$ cat src/rtl/multi_port_reg_file.sv
// Register file with byte-enabled write port, N combinational read ports with optional
// write forwarding, a per-register pending-write scoreboard and write bookkeeping.
module multi_port_reg_file #(
    parameter int DATA_W = 32,
    parameter int ADDR_W = 5,
    parameter int NUM_RD = 2,
    parameter int BYPASS = 1
) (
    input  logic                       clk,
    input  logic                       rst_n,
    input  logic [NUM_RD*ADDR_W-1:0]   rd_addr,
    output logic [NUM_RD*DATA_W-1:0]   rd_data,
    output logic [NUM_RD-1:0]          rd_busy,
    input  logic                       wr_en,
    input  logic [ADDR_W-1:0]          wr_addr,
    input  logic [DATA_W-1:0]          wr_data,
    input  logic [DATA_W/8-1:0]        wr_be,
    input  logic                       busy_set,
    input  logic [ADDR_W-1:0]          busy_addr,
    output logic                       zero_wr_err,
    input  logic                       err_clr,
    output logic [15:0]                wr_count
);
    localparam int DEPTH = 1 << ADDR_W;
    localparam int NB    = DATA_W / 8;

    logic [DATA_W-1:0] regs [DEPTH];
    logic              busy [DEPTH];
    logic [DATA_W-1:0] wr_merged;
    logic              wr_accept;
    logic              zero_wr;

    assign wr_accept = wr_en && (wr_addr != '0) && (wr_be != '0);
    assign zero_wr   = wr_en && (wr_addr == '0);

    genvar gi;

    // Register 0 resets to zero and can never be written, so it reads zero everywhere.
    for (gi = 0; gi < DEPTH; gi++) begin : g_reg
        always_ff @(posedge clk or negedge rst_n) begin
            if (!rst_n) begin
                regs[gi] <= DATA_W'(gi);
            end else if (wr_accept && (wr_addr == ADDR_W'(gi))) begin
                for (int b = 0; b < NB; b++) begin
                    if (wr_be[b]) regs[gi][8*b +: 8] <= wr_data[8*b +: 8];
                end
            end
        end

        // A new producer issued in the same cycle as the write wins over the clear.
        always_ff @(posedge clk or negedge rst_n) begin
            if (!rst_n) begin
                busy[gi] <= 1'b0;
            end else if (busy_set && (busy_addr != '0) && (busy_addr == ADDR_W'(gi))) begin
                busy[gi] <= 1'b1;
            end else if (wr_accept && (wr_addr == ADDR_W'(gi))) begin
                busy[gi] <= 1'b0;
            end
        end
    end

    for (gi = 0; gi < NB; gi++) begin : g_merge
        assign wr_merged[8*gi +: 8] = wr_be[gi] ? wr_data[8*gi +: 8] : regs[wr_addr][8*gi +: 8];
    end

    for (gi = 0; gi < NUM_RD; gi++) begin : g_rd
        logic [ADDR_W-1:0] addr;
        logic              hit;
        logic              set_here;

        assign addr     = rd_addr[gi*ADDR_W +: ADDR_W];
        assign hit      = (BYPASS != 0) && wr_accept && (wr_addr == addr);
        assign set_here = busy_set && (busy_addr == addr);
        assign rd_data[gi*DATA_W +: DATA_W] = hit ? wr_merged : regs[addr];
        assign rd_busy[gi] = busy[addr] && !(hit && !set_here);
    end

    always_ff @(posedge clk or negedge rst_n) begin
        if (!rst_n) begin
            zero_wr_err <= 1'b0;
        end else if (zero_wr) begin
            zero_wr_err <= 1'b1;
        end else if (err_clr) begin
            zero_wr_err <= 1'b0;
        end
    end

    always_ff @(posedge clk or negedge rst_n) begin
        if (!rst_n) begin
            wr_count <= 16'd0;
        end else if (wr_accept && (wr_count != 16'hFFFF)) begin
            wr_count <= wr_count + 16'd1;
        end
    end
endmodule

$ cat config.mk
export PLATFORM = sky130hd
export DESIGN_NAME = multi_port_reg_file
export DESIGN_NICKNAME = d
export VERILOG_FILES = /design/src/rtl/multi_port_reg_file.sv
export SDC_FILE = /design/constraint.sdc
export NUM_CORES = 2
export LEC_CHECK = 0
export ABC_AREA = 1
export BUFFER_PORTS_ARGS = -buffer_cell sky130_fd_sc_hd__buf_2
export CELL_PAD_IN_SITES_DETAIL_PLACEMENT = 2
export CELL_PAD_IN_SITES_GLOBAL_PLACEMENT = 2
export CORE_UTILIZATION = 35
export CTS_BUF_LIST = sky130_fd_sc_hd__clkbuf_4 sky130_fd_sc_hd__clkbuf_8 sky130_fd_sc_hd__clkbuf_16
export DETAILED_ROUTE_END_ITERATION = 10
export GPL_TIMING_DRIVEN = 1
export PLACE_DENSITY_LB_ADDON = 0.25
export SYNTH_ARGS = -nofsm -noshare
export SYNTH_HDL_FRONTEND = slang
export SYNTH_SLANG_ARGS = --single-unit
$ cat constraint.sdc
create_clock -name clk -period 2 [get_ports clk]
set_clock_uncertainty 0.1 [all_clocks]
set_input_delay 0.2 -clock clk [delete_from_list [all_inputs] [get_ports clk]]
set_output_delay 0.2 -clock clk [all_outputs]
set_load 0.03 [all_outputs]
==> results of run 1 <==
==> metrics by stage <==
step	area [um2]	hold slack, ps
floorplan	71000	-196
global placement	84600	50.1
detailed placement	84600	47.7
==> cell families after synthesis <==
family | Yosys count
simple gates | 7262
compound gates | 1945
flops | 1073
buf+inv | 1068
fa+ha+maj | 1
xor+xnor | 17
==> reports/results.txt, run 1 <==
I/O pin total -> 144
status -> aborted with a tool error
Gates resized, CTS repair -> 1,063
top post-synthesis cells by area -> dfrtp_1 (35%), nand2_1 (29%), nand3_1 (8.1%)
postcts setup bufs -> 159
Post-Syn Instances -> 11,400
XOR/XNOR Fraction of Synth Area -> 0.00210
most frequent cells after synthesis -> nand2_1 (5,425), nand3_1 (1,149), dfrtp_1 (993)
top-area cell type share of the netlist area -> 0.350
dpl hpwl -> 323,000 um
Chip Width -> 452 um
clock sinks -> 1,073
RePlAce Congestion -> 0.958
Failed at -> clock tree synthesis
simple-gate share of the synthesized area -> 0.412
syn nets -> 11,400
Initial Utilization -> 0.354
Root Driver -> clkbuf_16
ys async rst share -> 1.00
top-count cell post-synth -> nand2_1
Synth Area in Compound Gates -> 0.146
multiplexer share of the synthesized area -> 0
I/O Buffers -> 143
ys flop type -> dfrtp_1
fraction of the yosys area taken by sequential cells -> 0.380
Post-synth EDFFs -> 0
Seq cells post-synth -> 1,073
Die Y -> 452 um
Netlist Area Pre-Place -> 70,900 um2
placed cell count -> 14,400
area leader, netlist -> dfrtp_1
Mean Syn Cell Area -> 6.24 um2
area share of fa/ha/maj cells after synthesis -> 0.000176
Log Error -> [ERROR DPL-0033] detailed placement checks failed during check placement.
pre-CTS setup slack -> -985 ps
total CTS buffers -> 144
H-tree depth -> 4
synth unique cells -> 34
clk buf depth -> 3
CTS Hold Bufs -> 48
main combinational cell family by area after synthesis -> simple AND/OR/NAND/NOR gates
Std-Cell Rows -> 164
synth warn -> 0
==> inputs of run 2 (changes only) <==
CELL_PAD_IN_SITES_DETAIL_PLACEMENT = unset   (was 2)
CELL_PAD_IN_SITES_GLOBAL_PLACEMENT = unset   (was 2)
CORE_UTILIZATION = 30   (was 35)
CTS_BUF_LIST = unset   (was sky130_fd_sc_hd__clkbuf_4 sky130_fd_sc_hd__clkbuf_8 sky130_fd_sc_hd__clkbuf_16)
PLACE_DENSITY_LB_ADDON = 0.15   (was 0.25)
==> run 2 against run 1 <==
The flow now finishes, with violations (negative setup slack). Synthesized cell count stayed put. Synthesized area is the same.
==> reports/results.txt, run 2 <==
status -> finished with violations
failing checks -> negative setup slack
Worst VDD drop -> 0.931 mV
area share of fa/ha/maj cells after synthesis -> 0.000176
final instance count without filler cells -> 15,200
clock network power share -> 0.369
CTS tree -> yes
largest net degree at the start of global routing -> 64
Mean Syn Cell Area -> 6.24 um2
CP max FO -> 4
fraction of the yosys area taken by sequential cells -> 0.380
top-count cell post-synth -> nand2_1
RePlAce Congestion -> 0.957
WHS -> 38.4 ps
Seq cells post-synth -> 1,073
Final period util -> 1.40
Switching Fraction -> 0.347
All-Layer GR Usage -> 0.305
core area -> 235,000 um2
Netlist Area Pre-Place -> 70,900 um2
Worst slew margin -> 0.447
area leader, netlist -> dfrtp_1
placed cell count -> 14,800
Max-cap violations -> 0
ys async rst share -> 1.00
Net Sw Power -> 25.4 mW
Post-Place Cell Area -> 85,300 um2
first-pass GRT wire length -> 541,000 um
die area -> 238,000 um2
Post-synth EDFFs -> 0
initial antenna violation count -> 16
Die Y -> 488 um
required time worst endpoint -> 1700 ps
Largest Register -> regs
I/O pin total -> 144
RSZ-0062 raised after global routing -> yes
crit path DAT -> 2500 ps
most frequent cells after synthesis -> nand2_1 (5,425), nand3_1 (1,149), dfrtp_1 (993)
Post-Route WL -> 369,000 um
Routed Antenna Nets -> 0
top post-synthesis cells by area -> dfrtp_1 (35%), nand2_1 (29%), nand3_1 (8.1%)
clock sinks -> 1,073
synth warn -> 0
H-tree depth -> 4
startpoint types -> flip-flop
Worst-Margin Slew -> 829 ps
vias in the first global route -> 77,500
Comb pwr share -> 0.252
top flop regs -> regs x1024, busy x32, wr_count x16
FMAX -> 357 MHz
syn nets -> 11,400
clk buf depth -> 3
pre-CTS setup slack -> -898 ps
synthesis-to-finish area growth -> 33.4%
most frequent cells in the layout -> nand2_1 (5,136), nand3_1 (986), dfrtp_1 (981)
Initial Utilization -> 0.302
Chip Width -> 488 um
vias -> 83,100
I/O Buffers -> 143
commonest non-fill, non-tap cell in the layout -> nand2_1
Reg clk slew, reported paths -> 50 ps
drt wl/cell -> 24.2 um
DRT Pass-1 Iters -> 7
post-route minimum period -> 2800 ps
Std-Cell Rows -> 178
Synth Area in Compound Gates -> 0.146
max reg flops -> 1,024
Tightest Hold Check Type -> in2reg
layout cells sized above 1 -> 0.201
DRT iter0 DRCs -> 10,200
total CTS buffers -> 146
P_int -> 47.8 mW
multiplexer share of the synthesized area -> 0
gr ovfl total -> 0
vias per inst -> 5.45
Clk Latency, worst-skew pair -> 800 ps
sequential power share -> 0.379
# DRC -> 0
CP Capture Type -> output pin
Multi-input gate area -> 42,500 um2
Final Hold Viols -> 0
Leak Pwr -> 43.8 nW
TNS Setup -> -41,230 ps
pwr dens -> 773 nW/um2
Crit Path Category -> reg2out
top-area cell type share of the netlist area -> 0.350
Post-Syn Instances -> 11,400
Root Driver -> clkbuf_16
ys flop type -> dfrtp_1
synth unique cells -> 34
Post-layout nets -> 12,000
setup violators final -> 66
dpl hpwl -> 255,000 um
XOR/XNOR Fraction of Synth Area -> 0.00210
setup slack after layout -> -798 ps
simple-gate share of the synthesized area -> 0.412
Slew Viols, Final -> 0
Fill cells -> 24,600
final instance area -> 94,600 um2
Register Area -> 27,000 um2
main combinational cell family by area after synthesis -> simple AND/OR/NAND/NOR gates
## run 2: final cells by class
class,count,area share
multi-input cells,9225,0.449
inverters,138,0.00619
flip-flops and latches,1073,0.285
repair buffers,1382,0.166
clock inverters,50,0.00604
diodes,9,0.000238
clock buffers,217,0.0452
well taps,3150,0.0416
## run 2: what timing repair did
action	4_1_cts	5_1_grt
setup endpoints to repair	72	78
hold buffers	48	0
pin swaps	251	225
buffers inserted	64	43
endpoints found under the hold margin	1963	0
gates resized for setup	628	287
gates cloned	0	0
## run 2: worst paths after layout
| path | start | endpoint | slack [ps] | cells past startpoint |
|---|---|---|---|---|
| worst max-delay path | regs[452] | rd_data[36] | -800 | 9 |
| worst min-delay path | busy_addr[2] | busy[29] | 40 | 5 |
| worst max register to register | wr_count[0] | wr_count[2] | 210 | 9 |
| worst min register to register | busy[31] | busy[31] | 300 | 0 |
| max in group asynchronous | rst_n | regs[199] | 320 | 3 |
| min in group asynchronous | rst_n | regs[842] | 100 | 3 |
## run 2: power by group through the flow
stage / Combinational (mW) / Sequential [mW] / Clock (mW)
2_1_floorplan: 9.32 / 27.2 / 0
3_3_place_gp: 16.4 / 27.9 / 0
3_5_place_dp: 16.6 / 27.9 / 0
4_1_cts: 17.8 / 27.6 / 27.5
5_1_grt: 20.1 / 28.0 / 28.3
6_report: 18.4 / 27.7 / 27.0
## run 2: cells by family after synthesis
family / count (synthesis)
simple gates: 7262
xor+xnor: 17
flops: 1073
fa+ha+maj: 1
compound gates: 1945
buf+inv: 1068
## run 2: through the flow
step | utilization | power (mW)
after detailed placement | 0.363 | 44.5
final | 0.402 | 73.2
after global placement | 0.363 | 44.3
after floorplan | - | 36.5
after CTS | 0.397 | 72.8
after global routing | 0.402 | 76.4
## run 2: routing by layer
metal | global-route usage | up-vias | wire [um]
li1 | - | 38100 | -
met1 | 0.413 | 39700 | 156000
met2 | 0.467 | 4419 | 162000
met3 | 0.0498 | 881 | 31600
met4 | 0.150 | 6 | 19900
met5 | 0 | - | 41
## run 2: worst max-delay path, stage by stage (launching register included)
cell and delay [ps]:
dfstp_2 550, nand2_1 60, nand3_1 80, nand2_1 90, a21oi_1 250, o31ai_1 170, nand3_4 130, nand3_4 130
nand2_2 100, buf_6 130
No activity file was read; power rests on OpenSTA's default activity.
